**config.mk**
```make
export PLATFORM = sky130hd
export DESIGN_NAME = alu_seg7_display_flat
export DESIGN_NICKNAME = d
export VERILOG_FILES = /design/src/rtl/alu_seg7_if.sv /design/src/rtl/alu_seg7_display.sv /design/src/flat_wrapper.sv
export SDC_FILE = /design/constraint.sdc
export NUM_CORES = 1
export LEC_CHECK = 0
export CORE_MARGIN = 3
export CORE_UTILIZATION = 50
export CTS_CLUSTER_DIAMETER = 120
export DETAILED_ROUTE_END_ITERATION = 10
export PLACE_DENSITY = 0.83
export SLEW_MARGIN = 20
export SYNTH_ARGS = -nofsm -noshare
export SYNTH_HDL_FRONTEND = slang
export SYNTH_SLANG_ARGS = --single-unit
```
**constraint.sdc**
```tcl
create_clock -name clk1 -period 2.9 [get_ports clk1]
set_input_delay 0.725 -clock clk1 [delete_from_list [all_inputs] [get_ports clk1]]
set_output_delay 0.725 -clock clk1 [all_outputs]
set_load 0.05 [all_outputs]
```
**src/rtl/alu_seg7_if.sv**
```systemverilog
// rtl/alu_seg7_if.sv - capture/display bundle between ALU result source and seven-segment driver
interface alu_seg7_if;
    logic [31:0] alu_value;
    logic        alu_valid;
    logic        freeze;
    logic [6:0]  seg;
    logic        dp;
    logic [7:0]  an;
    logic [31:0] shown_value;
    logic [7:0]  update_cnt;

    modport master (
        output alu_value, alu_valid, freeze,
        input  seg, dp, an, shown_value, update_cnt
    );

    modport slave (
        input  alu_value, alu_valid, freeze,
        output seg, dp, an, shown_value, update_cnt
    );
endinterface

```
**src/rtl/alu_seg7_display.sv**
```systemverilog
// rtl/alu_seg7_display.sv - holds captured ALU result and scans it onto an 8-digit hex display
module alu_seg7_display #(
    parameter int REFRESH_DIV    = 50000,
    parameter bit BLANK_LZ       = 1'b1,
    parameter bit SEG_ACTIVE_LOW = 1'b1,
    parameter bit AN_ACTIVE_LOW  = 1'b1
) (
    input  logic      clk1,
    input  logic      rst_n,
    alu_seg7_if.slave bus
);
    localparam int PW = (REFRESH_DIV > 1) ? $clog2(REFRESH_DIV) : 1;
    localparam logic [PW-1:0] PRESC_LAST = PW'(REFRESH_DIV - 1);
    localparam logic [6:0] SEG_OFF = SEG_ACTIVE_LOW ? 7'h7F : 7'h00;
    localparam logic [7:0] AN_OFF  = AN_ACTIVE_LOW  ? 8'hFF : 8'h00;
    localparam logic       DP_OFF  = SEG_ACTIVE_LOW;

    logic [PW-1:0] presc;
    logic [2:0]    idx;
    logic [31:0]   shown;
    logic [7:0]    cnt;

    logic [3:0]    nib;
    logic [31:0]   upper;
    logic          blank;
    logic [6:0]    seg_raw;
    logic [7:0]    an_raw;
    logic          dp_raw;

    function automatic logic [6:0] hex_decode(input logic [3:0] n);
        case (n)
            4'h0: hex_decode = 7'h3F;
            4'h1: hex_decode = 7'h06;
            4'h2: hex_decode = 7'h5B;
            4'h3: hex_decode = 7'h4F;
            4'h4: hex_decode = 7'h66;
            4'h5: hex_decode = 7'h6D;
            4'h6: hex_decode = 7'h7D;
            4'h7: hex_decode = 7'h07;
            4'h8: hex_decode = 7'h7F;
            4'h9: hex_decode = 7'h6F;
            4'hA: hex_decode = 7'h77;
            4'hB: hex_decode = 7'h7C;
            4'hC: hex_decode = 7'h39;
            4'hD: hex_decode = 7'h5E;
            4'hE: hex_decode = 7'h79;
            default: hex_decode = 7'h71;
        endcase
    endfunction

    // Digit 0 is never blanked so a zero value still shows a single "0".
    always_comb begin
        nib     = shown[{idx, 2'b00} +: 4];
        upper   = shown >> {idx, 2'b00};
        blank   = BLANK_LZ && (idx != 3'd0) && (upper == 32'd0);
        seg_raw = blank ? 7'h00 : hex_decode(nib);
        an_raw  = blank ? 8'h00 : (8'h01 << idx);
        dp_raw  = (idx == 3'd0) && bus.freeze;
    end

    always_ff @(posedge clk1) begin
        if (!rst_n) begin
            presc   <= '0;
            idx     <= 3'd0;
            shown   <= 32'd0;
            cnt     <= 8'd0;
            bus.seg <= SEG_OFF;
            bus.an  <= AN_OFF;
            bus.dp  <= DP_OFF;
        end else begin
            bus.seg <= SEG_ACTIVE_LOW ? ~seg_raw : seg_raw;
            bus.an  <= AN_ACTIVE_LOW  ? ~an_raw  : an_raw;
            bus.dp  <= SEG_ACTIVE_LOW ? ~dp_raw  : dp_raw;
            if (presc == PRESC_LAST) begin
                presc <= '0;
                idx   <= idx + 3'd1;
            end else begin
                presc <= presc + PW'(1);
            end
            if (bus.alu_valid && !bus.freeze) begin
                shown <= bus.alu_value;
                if (bus.alu_value != shown)
                    cnt <= cnt + 8'd1;
            end
        end
    end

    assign bus.shown_value = shown;
    assign bus.update_cnt  = cnt;
endmodule

```
**src/flat_wrapper.sv**
```systemverilog
// flat-port wrapper written by rule: the top's interface ports become plain ports
module alu_seg7_display_flat 
#(
    parameter int REFRESH_DIV    = 50000,
    parameter bit BLANK_LZ       = 1'b1,
    parameter bit SEG_ACTIVE_LOW = 1'b1,
    parameter bit AN_ACTIVE_LOW  = 1'b1
)
  (clk1, rst_n, bus_alu_value, bus_alu_valid, bus_freeze, bus_seg, bus_dp, bus_an, bus_shown_value, bus_update_cnt);
  alu_seg7_if bus_i ();
  input  logic clk1;
  input  logic rst_n;
  input wire logic [$bits(bus_i.alu_value)-1:0] bus_alu_value;
  input wire logic [$bits(bus_i.alu_valid)-1:0] bus_alu_valid;
  input wire logic [$bits(bus_i.freeze)-1:0] bus_freeze;
  output wire logic [$bits(bus_i.seg)-1:0] bus_seg;
  output wire logic [$bits(bus_i.dp)-1:0] bus_dp;
  output wire logic [$bits(bus_i.an)-1:0] bus_an;
  output wire logic [$bits(bus_i.shown_value)-1:0] bus_shown_value;
  output wire logic [$bits(bus_i.update_cnt)-1:0] bus_update_cnt;
  assign bus_i.alu_value = bus_alu_value;
  assign bus_i.alu_valid = bus_alu_valid;
  assign bus_i.freeze = bus_freeze;
  assign bus_seg = bus_i.seg;
  assign bus_dp = bus_i.dp;
  assign bus_an = bus_i.an;
  assign bus_shown_value = bus_i.shown_value;
  assign bus_update_cnt = bus_i.update_cnt;
  alu_seg7_display #(.REFRESH_DIV(REFRESH_DIV), .BLANK_LZ(BLANK_LZ), .SEG_ACTIVE_LOW(SEG_ACTIVE_LOW), .AN_ACTIVE_LOW(AN_ACTIVE_LOW)) u_core (.clk1(clk1), .rst_n(rst_n), .bus(bus_i));
endmodule
```
Yosys cells after proc, flatten, opt, wreduce, memory -nomap -nowiden --
Memory sizes are Yosys's and may differ from the RTL's. Cells that the tools add are included.
Storage, ports and cells: flip-flop bits (word level) 75, memory bits (read-only) 112, output and inout bits 56, word-level logic and storage cells 31, memories 1
Operators by class: add/sub/neg operators 3, equality and inequality tests 2, shifts and indexed selects 3, muxes and demuxes 2, bitwise logic cells 4, reductions and logical operators 9
Memories:
- (name not given) | words 16, bits a word 7, rd ports 1, clocked after memory_dff 0, write ports 0, line alu_seg7_display.sv:31 | case (n)
Operators by type and width (number):
- 32-bit zero test | 1
- 32-bit inequality test | 1
- 32-bit by 6-bit indexed part select with 4-bit output | 1
- 32-bit by 5-bit right shift with 32-bit output | 1
- 16-bit by 1-bit adder with 16-bit output (second input constant) | 1
- 16-bit == test (second input constant) | 1
- 8-bit by 1-bit adder with 8-bit output (second input constant) | 1
- 8-bit 2-to-1 mux | 1
- 8-bit NOT | 1
- 1-bit by 3-bit << shifter with 8-bit output (first input constant) | 1
- 7-bit 2-to-1 mux | 1
- 7-bit NOT | 1
- 3-bit by 1-bit adder with 3-bit output (second input constant) | 1
- 1-bit logical AND | 3
- 3-bit zero test | 1
- 3-bit nonzero test | 1
- 1-bit NOT | 2
- 2-bit AND reduction | 1
- 2-bit OR reduction | 1
- 1-bit zero test | 1

Depth between registers and ports, before layout --
Gate-level depths: netlist (run 1).
depth after elaboration 5, depth in mapped cells 13

Worst setup path before layout (run 1) --
Ideal clock, no wire load.
path type register to register, from register u_core.shown[20] (netlist: u_core.bus.shown_value[20]), to register u_core.bus.seg[4], arrival time 2.381 ns, data required time 2.775 ns, setup slack 0.393 ns, cell stages (with the launch flop) 12, path buffers 1, cell sequence dfxtp_1 > mux4_2 > nand2_1 > nand2_1 > inv_1 > ha_1 > nand4_1 > o22ai_1 > a221oi_2 > o21bai_2 > buf_6 > o221ai_2
Between the ends: word-level cells in the longest chain between the ends 5
RTL lines:
- start, declared | line alu_seg7_display.sv:20 | logic [31:0] shown;
- start signal, assigned | line alu_seg7_display.sv:81 | shown <= bus.alu_value;
- branches (longest 3 deep; another with memory 16 x 7 bit)
- 7-bit 2-to-1 mux (*) | line alu_seg7_display.sv:56 | seg_raw = blank ? 7'h00 : hex_decode(nib);
- 7-bit NOT (*) | line alu_seg7_display.sv:71 | bus.seg <= SEG_ACTIVE_LOW ? ~seg_raw : seg_raw;
- end signal, assigned | line alu_seg7_display.sv:71
- end, declared | line alu_seg7_if.sv:19 | output seg, dp, an, shown_value, update_cnt
Every way passes the cells marked *. A chain may end at the register's enable or synchronous reset.

Worst setup path after layout (run 1) --
from register u_core.idx[0], to register u_core.bus.seg[1]
Between the ends: word-level cells in the longest chain between the ends 5
RTL lines:
- start, declared | line alu_seg7_display.sv:19 | logic [2:0] idx;
- start signal, assigned | line alu_seg7_display.sv:76 | idx <= idx + 3'd1;
- branches (longest 3 deep; another with memory 16 x 7 bit)
- 7-bit 2-to-1 mux (*) | line alu_seg7_display.sv:56
- 7-bit NOT (*) | line alu_seg7_display.sv:71
Marks and branches as above.

==> results of run 1 <==
[cells in the final DEF (no fill, tap or decap), drive strengths merged, types with 10 or more instances in the layout]
cell and instances:
dfxtp 75, nand2 100, xnor2 39, a21oi 40
ha 14, buf 20, nor2 28, clkdlybuf4s50 91
inv 13, nand4 20, clkbuf 10
[cells by family after synthesis]
family	synth area share
AOI/OAI and AO/OA	0.124
and+or+nand+nor	0.231
buffers and inverters	0.0407
xor gates and xnor gates	0.103
muxes	0.0829
adders and majority gates	0.0438
DFF	0.375
[metal layers]
layer	track usage	vias up	part of all wire
li1	-	1789	-
met1	0.337	1739	0.40
met2	0.403	220	0.48
met3	0.0545	29	0.094
met4	0.104	0	0.025
met5	0	-	0
[worst max-delay path: cells and delay by family (launching register included)]
kind	cells	cell delay (ns)
adder cells (fa/ha/maj)	1	0.26
AO/OA/AOI/OAI	4	0.79
buffers and inverters	1	0.10
multiplexers	1	0.58
flip-flops	1	0.50
AND/OR/NAND/NOR	3	0.32
[final timing paths]
path / start / to / slack, ns / cells after the start
max: u_core.idx[0] / u_core.bus.seg[1] / 0.24 / 10
min: u_core.presc[0] / u_core.presc[0] / 0.48 / 1
max reg2reg: u_core.idx[0] / u_core.bus.seg[1] / 0.24 / 10
min reg2reg: u_core.presc[0] / u_core.presc[0] / 0.48 / 1
[per-stage QoR]
stage,hold slack [ns],setup WS (ns),util,instances
CTS,0.486,0.125,0.701,661
detailed placement,0.467,0.154,0.678,645
floorplan,0.430,0.393,-,456
global placement,0.445,0.184,0.678,645
finish,0.483,0.241,0.701,661
global route,0.516,0.0979,0.701,661
[Yosys cell counts, types with 2 or more instances]
cell type | n | share of area
o211ai_1 | 2 | 0.0038
buf_6 | 4 | 0.011
a21o_1 | 3 | 0.0056
a21oi_1 | 39 | 0.049
inv_2 | 2 | 0.0019
buf_2 | 2 | 0.0025
nand2_1 | 100 | 0.094
mux2_1 | 2 | 0.0056
o21ai_0 | 2 | 0.0025
a32oi_1 | 2 | 0.0044
dfxtp_1 | 75 | 0.38
and3_1 | 6 | 0.0094
o22ai_1 | 2 | 0.0031
nand4_1 | 20 | 0.031
xnor2_1 | 39 | 0.085
nor2_1 | 27 | 0.025
nor4_1 | 8 | 0.013
mux2i_1 | 8 | 0.020
clkbuf_1 | 14 | 0.013
a22oi_1 | 2 | 0.0038
inv_1 | 9 | 0.0084
and2_1 | 2 | 0.0031
nand2b_1 | 5 | 0.0078
nor3_1 | 7 | 0.0088
o211ai_2 | 3 | 0.0094
nand3_1 | 7 | 0.0088
xor2_1 | 8 | 0.018
mux4_2 | 8 | 0.045
ha_1 | 14 | 0.044
nand3_2 | 2 | 0.0050
nor3b_1 | 2 | 0.0038
[report_power, final]
group / internal (uW) / switching, uW / leakage (uW)
Combinational: 210 / 302 / 0.00120
Clock: 332 / 394 / 0.0000885
Sequential: 1070 / 43.7 / 0.000613
Total: 1610 / 739 / 0.00190
[flip-flops by register name, summed over array words and instances, names as in the netlist]
register / cells
u_core.bus.shown_value: 32
u_core.presc: 16
u_core.bus.an: 8
u_core.bus.update_cnt: 8
u_core.bus.seg: 7
u_core.idx: 3
u_core.bus.dp: 1
[cell type report]
| cell class | count | area, um2 |
|---|---|---|
| Inverter | 12 | 47.5 |
| Clock inverter | 6 | 38.8 |
| Sequential cell | 75 | 1500 |
| Timing Repair Buffer | 111 | 1060 |
| Clock buffer | 10 | 138 |
| Tap cell | 99 | 124 |
| Multi-Input combinational cell | 348 | 2340 |
| Fill cell | 575 | 2230 |
==> reports/results.ini, run 1 <==
[global_routing]
overflow = 0
grt_pass1_wl_um = 17900
track_usage = 0.254
grt_pass1_vias = 3603
grt_antenna_before_repair = 0
grt_max_degree = 40

[layout]
n_antenna_cell = 0
fin_area_um2 = 5250
drive_above_1_share = 0.126
fin_nets = 607
syn2layout_area_growth_pct = 31.2

[floorplan]
num_rows = 31
dieArea_um2 = 9110
coreArea_um2 = 7490
dieHeight_um = 95.5
initial_core_util = 0.535
io_pins = 92
die_w_um = 95.5

[worst_setup_path]
cpPeakStageDelay_ns = 0.58
path_common_cell = nand2_1
cp.required_ns = 3.15
critPathLaunchType = register
worst_path_max_delay_cell = mux4_2
crit_arrival_ns = 2.91
endpoint_kind = register
critPathKind = reg2reg
crit_fanout = 11
crit_chain = mux4_2, nand2_1, nand2_1, inv_1, ha_1, nand3_1, o22ai_1, a221oi_2, o21bai_2, o311ai_1

[drt]
num_vias = 3777
ant_nets = 0
first_pass_iters = 5
drt_iter0_markers = 303
routed_wl_um = 11000
drc = 0
viasPerCell = 5.71
avgRoutedWirePerCell_um = 16.6

[sta]
fin_setup_tns_ns = 0
hold_viol_final = 0
finalSetupViolCount = 0
final-max-slew-violation-count = 0
tightest_slew_ns = 0.695
maxSlewHeadroom = 0.525
fin_crit_ns = 2.66
grt_setup_unrepaired = false
fin_worst_skew_ns = 0.0156
fmaxAchievable_mhz = 376
period_share = 0.917

[clock_tree]
worstSkewPairLatency_ns = 0.36
clkSinkCount = 75
cts_setup_buffers = 0
cts.repair.resized = 0
clk_pin_slew_worst_paths_ns = 0.08
cts_tree = done
holdBufCountCts = 0
clock_path_buffers = 2
cts_made_buffers = 9
root_buffer = clkbuf_8
cts-htree-levels = 3

[logic_synthesis]
synth_warnings = 0
syn_inst = 456
synth_ff_type = dfxtp_1
async_reset_ff_frac = 0
synth_area_um2 = 4000
ys_seq_elements = 75
synth-edff-count = 0
syn_area_per_cell_um2 = 8.77
yosysUniqueCellTypes = 61
synth_nets = 506
ys_seq_area_frac = 0.375

[place]
dp_hpwl_um = 8200
place_area_um2 = 5070
io_buffer_count = 91
gp_congestion = 0.894

[power_and_ir_drop]
vdd_drop_max_mv = 0.244
p_per_area_nw_per_um2 = 448
p_leak_uw = 0.00190
finalPower_uw = 2350

[worst_hold_path]
hold_path.class = reg2reg

[outcome]
status = completed

[run]
drv_cap = 0

No activity file was read; power rests on OpenSTA's default activity.
==> run 2: changes to the inputs <==
- CORE_UTILIZATION: 50 -> 30
- GPL_ROUTABILITY_DRIVEN: not set -> 0
- PLACE_DENSITY: 0.83 -> 0.55
==> run 2 against run 1 <==
Sequential cell count is the same. Largest cell class unchanged. Critical path type unchanged. Die area grew 62%. Largest power group unchanged. Non-clock buffer count grew 2. First-iteration DRC count shrank 24%. Worst hold slack gained 0.0013 ns. Sequential share of layout area shrank 1.3 points. Clock power grew 53%. Count of clock-buffer cells in the layout grew 3. Utilization shrank 27 points. Combinational power is essentially flat. Sequential power is essentially flat. Power grew 17%.
==> reports/results.ini, run 2 (synthesis gave the netlist of run 1 again) <==
[floorplan]
die_w_um = 121  ; was 95.5 um
initial_core_util = 0.312  ; was 0.535
num_rows = 41  ; was 31
io_pins = 92  ; unchanged
dieArea_um2 = 14800  ; was 9110 um2
coreArea_um2 = 12800  ; was 7490 um2
dieHeight_um = 121  ; was 95.5 um

[global_routing]
track_usage = 0.161  ; was 0.254
grt_pass1_vias = 3579  ; was 3603
grt_max_degree = 40  ; unchanged
grt_pass1_wl_um = 18600  ; was 17900 um
overflow = 0  ; unchanged
grt_antenna_before_repair = 0  ; unchanged

[worst_setup_path]
r2r_start = u_core.idx[0]  ; unchanged
critPathLaunchType = register  ; unchanged
r2r_slack_ns = 0.22  ; was 0.24 ns
cp.required_ns = 3.14  ; was 3.15 ns
crit_fanout = 11  ; unchanged
path_common_cell = nand2_1  ; unchanged
endpoint_kind = register  ; unchanged
crit_path_start = u_core.idx[0]  ; unchanged
cpPeakStageDelay_ns = 0.57  ; was 0.58 ns
worst_path_max_delay_cell = mux4_2  ; unchanged
crit_buf_inv = 1  ; unchanged
critPathKind = reg2reg  ; unchanged
crit_arrival_ns = 2.91  ; about the same
crit_family = compound AO/OA/AOI/OAI gates  ; unchanged
crit_chain = mux4_2, nand2_1, nand2_1, inv_1, ha_1, nand3_1, o22ai_1, a221oi_2, o21bai_2, o311ai_1  ; unchanged

[sta]
final-max-slew-violation-count = 0  ; unchanged
period_share = 0.923  ; was 0.917
fmaxAchievable_mhz = 374  ; was 376 MHz
hold_viol_final = 0  ; unchanged
maxSlewHeadroom = 0.576  ; was 0.525
fin_worst_skew_ns = 0.00403  ; was 0.0156 ns
grt_setup_unrepaired = false  ; unchanged
finalSetupViolCount = 0  ; unchanged
fin_crit_ns = 2.68  ; was 2.66 ns
tightest_slew_ns = 0.631  ; was 0.695 ns

[clock_tree]
cts_setup_buffers = 0  ; unchanged
cts.repair.resized = 0  ; unchanged
cts_made_buffers = 9  ; unchanged
clk_pin_slew_worst_paths_ns = 0.06  ; was 0.08 ns
cts-htree-levels = 3  ; unchanged
cts_tree = done  ; unchanged
holdBufCountCts = 0  ; unchanged
worstSkewPairLatency_ns = 0.34  ; was 0.36 ns
root_buffer = clkbuf_16  ; was clkbuf_8
clock_path_buffers = 2  ; unchanged
clkSinkCount = 75  ; unchanged

[layout]
layout_common_cells = 100 x nand2_1, 91 x clkdlybuf4s50_1, 75 x dfxtp_1, 39 x xnor2_1, 39 x a21oi_1  ; was 100 x nand2_1, 91 x clkdlybuf4s50_1, 74 x dfxtp_1, 39 x xnor2_1, 39 x a21oi_1
largest_reg_flops = 32  ; unchanged
multi_input_area_um2 = 2340  ; unchanged
fin_nets = 609  ; was 607
seqCellArea_um2 = 1500  ; about the same
layout_commonest_cell = nand2_1  ; unchanged
n_antenna_cell = 0  ; unchanged
fin_util = 0.428  ; was 0.701
drive_above_1_share = 0.123  ; was 0.126
num-fill-cells = 1307  ; was 575
syn2layout_area_growth_pct = 37.1  ; was 31.2%
layout.cells.non_filler = 735  ; was 661

[outcome]
status = completed  ; unchanged

[drt]
drc = 0  ; unchanged
viasPerCell = 5.00  ; was 5.71
num_vias = 3672  ; was 3777
routed_wl_um = 11600  ; was 11000 um
ant_nets = 0  ; unchanged
first_pass_iters = 5  ; unchanged
avgRoutedWirePerCell_um = 15.7  ; was 16.6 um
drt_iter0_markers = 229  ; was 303

[place]
io_buffer_count = 91  ; unchanged
dp_hpwl_um = 8810  ; was 8200 um
post-place-cells = 720  ; was 645

[worst_hold_path]
hold_path.class = reg2reg  ; unchanged
worstHoldStart = u_core.bus.update_cnt[6]  ; was u_core.presc[0]

[power_and_ir_drop]
p_per_area_nw_per_um2 = 499  ; was 448 nW/um2
vdd_drop_max_mv = 0.225  ; was 0.244 mV
p_leak_uw = 0.00197  ; was 0.00190 uW

[run]
drv_cap = 0  ; unchanged

## run 2: layer usage
| layer | GRT usage | wire length [um] | up-vias |
|---|---|---|---|
| met5 | 0 | 0 | - |
| met2 | 0.240 | 5030 | 149 |
| met3 | 0.0499 | 985 | 15 |
| li1 | - | - | 1789 |
| met1 | 0.219 | 5350 | 1719 |
| met4 | 0.0581 | 191 | 0 |
## run 2: cell type report
cell class / count / share of cell area
multi-input cells: 348 / 0.426
flip-flops and latches: 75 / 0.274
repair buffers: 113 / 0.198
clock buffers: 13 / 0.0474
well taps: 172 / 0.0392
inverters: 12 / 0.00866
clock inverters: 2 / 0.00638
## run 2: worst paths after layout
check | endpoint | depth (start not counted)
worst min register to register | u_core.bus.update_cnt[6] | 2
worst max-delay path | u_core.bus.seg[1] | 10
worst min-delay path | u_core.bus.update_cnt[6] | 2
worst max register to register | u_core.bus.seg[1] | 10
## run 2: report_power, final
part	internal (uW)	switching (uW)	leakage, uW	total (uW)
clock network	707	406	0.000146	1110
logic	212	304	0.00121	515
registers	1070	40.8	0.000612	1110
total	1990	750	0.00197	2740
## run 2: per-stage QoR
stage               setup slack [ns]  total power [uW]  setup TNS, ns  hold slack, ns  area (um2)
floorplan                      0.393              1450              0           0.430        4000
global placement             0.00417              1650              0           0.446        5190
detailed placement          -0.00391              1650       -0.00391           0.475        5190
CTS                            0.199              2770              0           0.483        5490
global route                  0.0257              2850              0           0.524        5490
finish                         0.223              2740              0           0.484        5490
## run 2: worst register-to-register path: stages, from the launching register on
cell,delay (ns)
dfxtp_1,0.56
mux4_2,0.57
nand2_1,0.09
nand2_1,0.12
inv_1,0.11
ha_1,0.25
nand3_1,0.10
o22ai_1,0.21
a221oi_2,0.10
o21bai_2,0.34
o311ai_1,0.14
==> run 3: changes to the inputs <==
--- a/constraint.sdc
+++ b/constraint.sdc
@@ -3,2 +3,2 @@
 set_output_delay 0.725 -clock clk1 [all_outputs]
-set_load 0.05 [all_outputs]
+set_load 0.02 [all_outputs]
==> run 3 against run 2 <==
Cell count shrank 0.14%. Sequential cell count is the same. Via count down 1.4%. Clock skew up 0.0025 ns.
==> reports/results.ini, run 3 (synthesis gave the netlist of run 1 again) <==
[outcome]
status = completed  ; unchanged

[layout]
layout_common_cells = 100 x nand2_1, 91 x clkdlybuf4s50_1, 75 x dfxtp_1, 39 x xnor2_1, 39 x a21oi_1  ; unchanged
layout_commonest_cell = nand2_1  ; unchanged
fin_area_um2 = 5500  ; was 5490 um2
multi_input_area_um2 = 2350  ; was 2340 um2
fin_util = 0.429  ; was 0.428
syn2layout_area_growth_pct = 37.4  ; was 37.1%
drive_above_1_share = 0.125  ; was 0.123
layout.cells.non_filler = 734  ; was 735
n_antenna_cell = 0  ; unchanged
num-fill-cells = 1308  ; was 1307
fin_nets = 607  ; was 609
seqCellArea_um2 = 1500  ; unchanged
largest_reg_flops = 32  ; unchanged

[global_routing]
grt_pass1_vias = 3602  ; was 3579
grtUsageMet1 = 0.230  ; was 0.219
grt_pass1_wl_um = 19200  ; was 18600 um
grt_antenna_before_repair = 0  ; unchanged
track_usage = 0.163  ; was 0.161
grt.met2_usage = 0.247  ; was 0.240
grt_use_met3 = 0.0485  ; was 0.0499
grt_max_degree = 40  ; unchanged
top_usage_layer = met2  ; unchanged
overflow = 0  ; unchanged

[clock_tree]
worstSkewPairLatency_ns = 0.33  ; was 0.34 ns
cts-htree-levels = 3  ; unchanged
clkSinkCount = 75  ; unchanged
cts_setup_buffers = 0  ; unchanged
clock_path_buffers = 2  ; unchanged
cts_made_buffers = 9  ; unchanged
cts_tree = done  ; unchanged
clk_pin_slew_worst_paths_ns = 0.06  ; about the same
root_buffer = clkbuf_16  ; unchanged

[sta]
maxSlewHeadroom = 0.558  ; was 0.576
fin_worst_skew_ns = 0.00649  ; was 0.00403 ns
tightest_slew_ns = 0.656  ; was 0.631 ns
hold_viol_final = 0  ; unchanged
hold-worst-slack_ns = 0.476  ; was 0.484 ns
finalSetupViolCount = 0  ; unchanged
period_share = 0.899  ; was 0.923
fin_setup_tns_ns = 0  ; unchanged
final-max-slew-violation-count = 0  ; unchanged
grt_setup_unrepaired = false  ; unchanged
fmaxAchievable_mhz = 384  ; was 374 MHz
fin_crit_ns = 2.61  ; was 2.68 ns

[worst_setup_path]
endpoint_kind = register  ; unchanged
r2r_slack_ns = 0.31  ; was 0.22 ns
crit_arrival_ns = 2.83  ; was 2.91 ns
crit_fanout = 9  ; was 11
crit_family = simple AND/OR/NAND/NOR gates  ; was compound AO/OA/AOI/OAI gates
r2r_start = u_core.idx[0]  ; unchanged
cp.required_ns = 3.12  ; was 3.14 ns
crit_buf_inv = 1  ; unchanged
critPathKind = in2reg  ; was reg2reg
cpPeakStageDelay_ns = 0.58  ; was 0.57 ns
worst_path_max_delay_cell = nor4_1  ; was mux4_2
r2r-end = u_core.bus.seg[1]  ; unchanged
reg2reg_depth = 10  ; unchanged
crit_chain = clkdlybuf4s50_1, xnor2_1, nand4_1, nor4_1, a21oi_2, and3_1, mux2i_1  ; was mux4_2, nand2_1, nand2_1, inv_1, ha_1, nand3_1, o22ai_1, a221oi_2, o21bai_2, o311ai_1
critPathLaunchType = input port  ; was register

[worst_hold_path]
hold_path.class = reg2reg  ; unchanged
holdPathEnd = u_core.presc[0]  ; was u_core.bus.update_cnt[6]
worstHoldStart = u_core.presc[0]  ; was u_core.bus.update_cnt[6]
holdPathStages = 1  ; was 2

[drt]
ant_nets = 0  ; unchanged
drt_iter0_markers = 233  ; was 229
num_vias = 3622  ; was 3672
routed_wl_um = 11700  ; was 11600 um
viasPerCell = 4.93  ; was 5.00
first_pass_iters = 5  ; unchanged
drc = 0  ; unchanged
avgRoutedWirePerCell_um = 16.0  ; was 15.7 um

[floorplan]
die_w_um = 121  ; unchanged
io_pins = 92  ; unchanged
dieHeight_um = 121  ; unchanged
coreArea_um2 = 12800  ; unchanged
dieArea_um2 = 14800  ; unchanged
num_rows = 41  ; unchanged
initial_core_util = 0.312  ; unchanged

[run]
drv_cap = 0  ; unchanged

[place]
place_area_um2 = 5180  ; was 5190 um2
dp_hpwl_um = 8890  ; was 8810 um
post-place-cells = 718  ; was 720
io_buffer_count = 91  ; unchanged

[power_and_ir_drop]
p_per_area_nw_per_um2 = 492  ; was 499 nW/um2
vdd_drop_max_mv = 0.226  ; was 0.225 mV
p_leak_uw = 0.00197  ; about the same

==> run 3: layout make-up <==
| class | instances | area share |
|---|---|---|
| Multi-Input combinational cell | 348 | 0.427 |
| Sequential cell | 75 | 0.273 |
| Clock inverter | 4 | 0.00865 |
| Inverter | 12 | 0.00865 |
| Timing Repair Buffer | 111 | 0.195 |
| Clock buffer | 12 | 0.0485 |
| Tap cell | 172 | 0.0391 |
==> run 3: how the worst max path moves through the flow <==
stage,start,end,slack (ns),depth (start not counted)
floorplan,u_core.idx[0],u_core.bus.seg[4],0.41,13
global placement,bus_alu_value[10],u_core.bus.update_cnt[6],0.01,7
detailed placement,bus_alu_value[10],u_core.bus.update_cnt[6],-0.02,7
CTS,u_core.idx[0],u_core.bus.seg[1],0.17,10
global route,u_core.idx[1],u_core.bus.seg[1],0.06,11
finish,bus_alu_value[10],u_core.bus.update_cnt[6],0.29,7
==> run 3: metrics by stage <==
| step | setup WS [ns] | power [uW] |
|---|---|---|
| floorplan | 0.408 | 1370 |
| global placement | 0.0148 | 1560 |
| detailed placement | -0.0163 | 1570 |
| CTS | 0.165 | 2720 |
| global route | 0.0612 | 2820 |
| finish | 0.294 | 2710 |
==> run 3: worst register-to-register path, stage by stage, from the launching register on <==
cell and delay [ns]:
dfxtp_1 0.55, mux4_2 0.57, nand2_1 0.09, nand2_1 0.12, inv_1 0.10, ha_1 0.25, nand3_1 0.10, o22ai_1 0.21
a221oi_2 0.11, o21bai_4 0.26, o311ai_1 0.13
==> run 3: timing repair <==
action | in CTS | in global routing
gates resized for setup | 0 | 1
setup endpoints to repair | 0 | 1
hold buffers | 0 | 0
==> run 3: power by group <==
part	switching [uW]	total [uW]	internal, uW	leakage [uW]
clock network	425	1160	734	0.000155
registers	43.1	1110	1070	0.000612
logic	221	433	212	0.00121
total	689	2710	2020	0.00197
==> run 3: routing by layer <==
layer	up-vias	wire [um]
met5	-	0
li1	1795	-
met4	0	83
met1	1706	5590
met2	114	5210
met3	7	829
